### src/rtl/sram_burst_master.sv
// Burst engine: one command becomes consecutive accesses on a single-port SRAM.
// Define SRAM_BURST_BOUND_CHECK_EN to reject bursts that run past the top word.
module sram_burst_master #(
  parameter int DATA_WIDTH = 64,
  parameter int NUM_WORDS  = 1024,
  parameter int LEN_WIDTH  = 8,
  parameter int FIFO_DEPTH = 2,
  localparam int AW = $clog2(NUM_WORDS)
) (
  input  logic                  clk_i,
  input  logic                  rst_ni,
  input  logic                  cmd_valid_i,
  output logic                  cmd_ready_o,
  input  logic                  cmd_we_i,
  input  logic [AW-1:0]         cmd_addr_i,
  input  logic [LEN_WIDTH-1:0]  cmd_len_i,
  input  logic                  wdata_valid_i,
  output logic                  wdata_ready_o,
  input  logic [DATA_WIDTH-1:0] wdata_i,
  input  logic [DATA_WIDTH-1:0] wbe_i,
  output logic                  rdata_valid_o,
  input  logic                  rdata_ready_i,
  output logic [DATA_WIDTH-1:0] rdata_o,
  output logic                  rdata_last_o,
  output logic                  busy_o,
`ifdef SRAM_BURST_BOUND_CHECK_EN
  output logic                  cmd_err_o,
`endif
  output logic                  sram_req_o,
  output logic                  sram_we_o,
  output logic [AW-1:0]         sram_addr_o,
  output logic [DATA_WIDTH-1:0] sram_wdata_o,
  output logic [DATA_WIDTH-1:0] sram_be_o,
  input  logic [DATA_WIDTH-1:0] sram_rdata_i
);

  localparam int PW = (FIFO_DEPTH > 1) ? $clog2(FIFO_DEPTH) : 1;
  localparam int CW = $clog2(FIFO_DEPTH) + 1;

  typedef enum logic [1:0] {
    S_IDLE,
    S_WRITE,
    S_READ,
    S_DRAIN
  } state_e;

  state_e                r_state;
  state_e                w_state_nxt;
  logic [AW-1:0]         r_addr;
  logic [LEN_WIDTH-1:0]  r_len;
  logic [LEN_WIDTH-1:0]  r_beat;
  logic                  r_inflight;
  logic                  r_infl_last;
  logic [DATA_WIDTH-1:0] r_fifo_q [FIFO_DEPTH];
  logic                  r_fifo_l [FIFO_DEPTH];
  logic [PW-1:0]         r_wptr;
  logic [PW-1:0]         r_rptr;
  logic [CW-1:0]         r_count;

  logic          w_accept;
  logic          w_oob;
  logic          w_start;
  logic          w_wr_hs;
  logic          w_rd_issue;
  logic          w_step;
  logic          w_last_beat;
  logic          w_push;
  logic          w_pop;
  logic          w_empty;
  logic [CW:0]   w_occ;
  logic [AW-1:0] w_addr_inc;

  assign w_accept    = cmd_valid_i & (r_state == S_IDLE);
  assign w_start     = w_accept & ~w_oob;
  assign w_last_beat = (r_beat == r_len);
  assign w_empty     = (r_count == '0);
  assign w_push      = r_inflight;
  assign w_pop       = ~w_empty & rdata_ready_i;
  assign w_wr_hs     = (r_state == S_WRITE) & wdata_valid_i;

  // A pop this cycle frees a slot, which keeps reads at one beat per clock.
  assign w_occ = {1'b0, r_count}
               + (CW+1)'(r_inflight)
               - (CW+1)'(w_pop);

  assign w_rd_issue = (r_state == S_READ)
                    & (w_occ < (CW+1)'(FIFO_DEPTH));
  assign w_step     = w_wr_hs | w_rd_issue;

  assign w_addr_inc = (r_addr == AW'(NUM_WORDS - 1))
                    ? '0 : r_addr + 1'b1;

`ifdef SRAM_BURST_BOUND_CHECK_EN
  localparam int SW = ((AW > LEN_WIDTH) ? AW : LEN_WIDTH) + 2;

  logic [SW-1:0] w_end;
  logic          r_err;

  assign w_end     = SW'(cmd_addr_i) + SW'(cmd_len_i);
  assign w_oob     = (w_end >= SW'(NUM_WORDS));
  assign cmd_err_o = r_err;

  always_ff @(posedge clk_i or negedge rst_ni) begin
    if (!rst_ni) begin
      r_err <= 1'b0;
    end else begin
      r_err <= w_accept & w_oob;
    end
  end
`else
  assign w_oob = 1'b0;
`endif

  always_comb begin
    w_state_nxt = r_state;
    unique case (r_state)
      S_IDLE: begin
        if (w_start) begin
          w_state_nxt = cmd_we_i ? S_WRITE : S_READ;
        end
      end
      S_WRITE: begin
        if (w_wr_hs && w_last_beat) begin
          w_state_nxt = S_IDLE;
        end
      end
      S_READ: begin
        if (w_rd_issue && w_last_beat) begin
          w_state_nxt = S_DRAIN;
        end
      end
      S_DRAIN: begin
        if (!r_inflight && w_empty) begin
          w_state_nxt = S_IDLE;
        end
      end
      default: w_state_nxt = S_IDLE;
    endcase
  end

  always_comb begin
    cmd_ready_o   = 1'b0;
    wdata_ready_o = 1'b0;
    sram_req_o    = 1'b0;
    sram_we_o     = 1'b0;
    sram_addr_o   = '0;
    sram_wdata_o  = '0;
    sram_be_o     = '0;
    unique case (1'b1)
      (r_state == S_IDLE): begin
        cmd_ready_o = 1'b1;
      end
      (r_state == S_WRITE): begin
        wdata_ready_o = 1'b1;
        sram_req_o    = wdata_valid_i;
        sram_we_o     = wdata_valid_i;
        sram_addr_o   = r_addr;
        sram_wdata_o  = wdata_i;
        sram_be_o     = wbe_i;
      end
      (r_state == S_READ): begin
        sram_req_o  = w_rd_issue;
        sram_addr_o = r_addr;
      end
      default: begin
        sram_req_o = 1'b0;
      end
    endcase
  end

  assign busy_o        = (r_state != S_IDLE);
  assign rdata_valid_o = ~w_empty;
  assign rdata_o       = w_empty ? '0 : r_fifo_q[r_rptr];
  assign rdata_last_o  = ~w_empty & r_fifo_l[r_rptr];

  always_ff @(posedge clk_i or negedge rst_ni) begin
    if (!rst_ni) begin
      r_state     <= S_IDLE;
      r_addr      <= '0;
      r_len       <= '0;
      r_beat      <= '0;
      r_inflight  <= 1'b0;
      r_infl_last <= 1'b0;
    end else begin
      r_state     <= w_state_nxt;
      r_inflight  <= w_rd_issue;
      r_infl_last <= w_rd_issue & w_last_beat;
      if (w_start) begin
        r_addr <= cmd_addr_i;
        r_len  <= cmd_len_i;
        r_beat <= '0;
      end else if (w_step) begin
        r_addr <= w_addr_inc;
        r_beat <= r_beat + 1'b1;
      end
    end
  end

  // Return buffer: the SRAM word arriving one cycle after issue is always pushed.
  always_ff @(posedge clk_i or negedge rst_ni) begin
    if (!rst_ni) begin
      r_wptr  <= '0;
      r_rptr  <= '0;
      r_count <= '0;
      for (int i = 0; i < FIFO_DEPTH; i++) begin
        r_fifo_q[i] <= '0;
        r_fifo_l[i] <= 1'b0;
      end
    end else begin
      if (w_push) begin
        r_fifo_q[r_wptr] <= sram_rdata_i;
        r_fifo_l[r_wptr] <= r_infl_last;
        r_wptr           <= r_wptr + 1'b1;
      end
      if (w_pop) begin
        r_rptr <= r_rptr + 1'b1;
      end
      r_count <= r_count + CW'(w_push) - CW'(w_pop);
    end
  end

endmodule

### config.mk
export PLATFORM = sky130hd
export DESIGN_NAME = sram_burst_master
export DESIGN_NICKNAME = d
export VERILOG_FILES = /design/src/rtl/sram_burst_master.sv
export SDC_FILE = /design/constraint.sdc
export NUM_CORES = 1
export LEC_CHECK = 0
export ABC_CLOCK_PERIOD_IN_PS = 5350
export CORE_AREA = 5 5 163 165
export DETAILED_ROUTE_END_ITERATION = 8
export DIE_AREA = 0 0 168 170
export PLACE_DENSITY = 0.7
export SLEW_MARGIN = 10
export SYNTH_ARGS = -nofsm -noshare
export SYNTH_HDL_FRONTEND = slang
export SYNTH_SLANG_ARGS = --single-unit
### constraint.sdc
create_clock -name clk_i -period 5.35 [get_ports clk_i]
set_clock_uncertainty 0.05 [all_clocks]
set_input_delay 1.07 -clock clk_i [delete_from_list [all_inputs] [get_ports clk_i]]
set_output_delay 1.07 -clock clk_i [all_outputs]
set_load 0.005 [all_outputs]
==> flow_metrics.env <==
export IMPL_ys_seq_elements=164
export IMPL_io_buffers=424
export IMPL_num_nets_final=1395
export IMPL_drt_iter0_markers=354
export IMPL_final_layout_size_suffix_gt1_share_pct=15.4
export IMPL_area_growth_syn_to_layout_pct=60.7
export IMPL_vias=7091
export IMPL_dp_cells=1481
export IMPL_crit_fanout=13
export IMPL_finalInstanceArea_um2=13700
export IMPL_synth_edf_count=0
export IMPL_viasPerCell=4.68
export IMPL_syn_area_um2=8500
export IMPL_p_per_area_nw_per_um2=539
export IMPL_required_ps=4230
export IMPL_drt_pass1_iterations=4
export IMPL_synth_cell_types=34
export IMPL_timing_hold_violations_final=0
export IMPL_hold_start="r_len[1]"
export IMPL_wl_per_cell_um=19.5
export IMPL_cts_htree_levels=4
export IMPL_ys_warn_count=0
export IMPL_fin_crit_sh_pct=91.4
export IMPL_holdBufCountCts=0
export IMPL_crit_buf_inv=3
export IMPL_dp_hpwl_um=22200
export IMPL_endpoint_kind="output pin"
export IMPL_ir_worst_vdd_uv=285
export IMPL_antenna_found_initial=5
export IMPL_syn_avg_cell_area_um2=11.1
export IMPL_hp_class="flip-flop to flip-flop"
export IMPL_synthTopCellsByCount="dfrtp_1 (164), and2_1 (143), mux2_2 (130)"
export IMPL_arrival_ps=3770
export IMPL_worstMarginPinSlew_ps=1030
export IMPL_rr_worst_depth=12
export IMPL_reg2reg_to="r_beat[7]"
export IMPL_synth_area_leaders="dfrtp_1 (48%), mux2_2 (17%), and2_1 (11%)"
export IMPL_grt_max_degree=90
export IMPL_grt_overflow_total=0
export IMPL_synth_main_ff_cell="dfrtp_1"
export IMPL_syn_num_nets=993
export IMPL_die_w_um=168
export IMPL_cts_buffers=17
export IMPL_postSynthCellCount=768
export IMPL_tns_ps=0
export IMPL_r2r_slack_ps=2390
export IMPL_path_delay_family="buffers and inverters"
export IMPL_routed_wl_um=29500
export IMPL_cts_sinks=164
export IMPL_finalSetupViolCount=0
export IMPL_cts_resized=0
export IMPL_antenna_left=0
export IMPL_cts_buffer_depth=2
export IMPL_path_clk_slew_ps=60
export IMPL_start_util_pct=34.1
export IMPL_cts_setup_buffers=0
export IMPL_start_kind="input pin"
export IMPL_hold_depth=2
export IMPL_crit_slowest_cell="clkdlybuf4s50_1"
export IMPL_place_congestion=0.843
export IMPL_yosysMostFrequentCell="dfrtp_1"
export IMPL_instances_no_fill=1516
export IMPL_clock_fmax_ghz=0.205
export IMPL_holdWs_ps=448
export IMPL_register_area_um2=4110
export IMPL_status="finished clean"
export IMPL_async_flop_share_pct=100
export IMPL_multi_input_comb_area_um2=4160
export IMPL_relSlewSlack_pct=31.4
export IMPL_cts_root_buf="clkbuf_16"
export IMPL_grt_usage_pct=20.2
export IMPL_max_stage_delay_ps=500
export IMPL_rows=58
export IMPL_grt_setup_unrepaired="no"
export IMPL_finalPower_mw=7.36
export IMPL_yosysTopAreaCell="dfrtp_1"
export IMPL_grt_pass1_vias=7590
export IMPL_r2r_start="r_count[1]"
export IMPL_crit_type="input pin to output pin"
export IMPL_crit_chain="clkdlybuf4s50_1, and2_1, ha_1, inv_1, ha_1, fa_1, xor2_1, a31o_2, and2_1, clkdlybuf4s50_1"
export IMPL_clk_insertion_delay_late_ps=420
export IMPL_dieArea_um2=28600
export IMPL_grt_first_pass_wirelength_um=45100
export IMPL_p_leak_nw=5.84
export IMPL_slew_viol_final=0
export IMPL_synth_top_cell_area_share_pct=48.3
export IMPL_core_um2=24900
export IMPL_cts_tree="done"
export IMPL_io_pins=425
export IMPL_finalCriticalPeriod_ps=4890
export IMPL_seq_area_frac_synth_pct=48.3
export IMPL_drv_cap=0
export IMPL_n_fill_cell=2207
export IMPL_dpl_cell_area_um2=13000
export IMPL_drc_errors=0
export IMPL_min_to="r_len[1]"
export IMPL_dieHeight_um=170
## how the worst max path moves through the flow
stage,end,from,cells after the start
2_1_floorplan,sram_req_o,rdata_ready_i,9
3_3_place_gp,sram_req_o,rdata_ready_i,10
3_5_place_dp,sram_req_o,rdata_ready_i,10
4_1_cts,sram_req_o,rdata_ready_i,10
5_1_grt,sram_req_o,rdata_ready_i,10
6_report,sram_req_o,rdata_ready_i,10
## tightest hold or removal path: cells and delay by family, from the launching register on
kind | cells | cell delay [ps]
flip-flops | 1 | 350
AND/OR/NAND/NOR | 2 | 120
## cells in the final DEF, fill, tap and decap left out, types with 3 or more instances in the layout
cell type / instances
o21ai_0: 9
buf_4: 8
mux2i_1: 67
inv_6: 4
ha_1: 7
and2_1: 143
nor2_1: 75
nand3_1: 5
clkbuf_16: 17
mux2_2: 130
and3_1: 5
clkinv_4: 3
inv_1: 13
xnor2_1: 5
nand4_1: 7
clkdlybuf4s50_1: 423
nand2_1: 38
diode_2: 3
a21oi_1: 11
bufinv_16: 3
xor2_1: 17
dfrtp_1: 163
## layer usage
metal  up-vias  wire, um  global-route usage (%)
met5         -        13                       0
met4         2       349                    5.05
met3        23      2810                    8.80
li1       3377         -                       -
met1      3448     12300                    25.5
met2       241     14000                    31.9
## layout make-up
type | count | area share, %
repair buffers | 432 | 31.5
clock inverters | 14 | 1.38
well taps | 330 | 3.02
clock buffers | 18 | 3.14
multi-input cells | 542 | 30.4
inverters | 13 | 0.357
diodes | 3 | 0.0550
flip-flops and latches | 164 | 30.1
## sequential cells by signal (all words and copies together), names as in the netlist
| signal | count |
|---|---|
| r_wptr | 1 |
| r_rptr | 1 |
| r_count | 2 |
| r_infl_last | 1 |
| r_inflight | 1 |
| r_fifo_q | 128 |
| r_addr | 10 |
| r_fifo_l | 2 |
| r_state | 2 |
| r_len | 8 |
| r_beat | 8 |
## through the flow
step,worst slack [ps],util [%]
detailed placement,454,52.4
global route,269,54.9
finish,462,54.9
CTS,441,54.8
floorplan,1460,-
global placement,466,52.4
## where the power goes
group	total [mW]	switching [mW]	internal (mW)
clock network	1.28	0.528	0.749
registers	2.28	0.436	1.84
logic	3.80	1.48	2.32
total	7.36	2.44	4.91
## logic make-up after synthesis
kind of cell	Yosys count	share of synthesized area, %
AOI/OAI and AO/OA	30	2.19
and+or+nand+nor	284	17.6
xor gates and xnor gates	22	2.27
adders and majority gates	9	1.41
muxes	197	25.1
buffers and inverters	62	3.12
DFF	164	48.3
(Power assumes the default switching activity.)
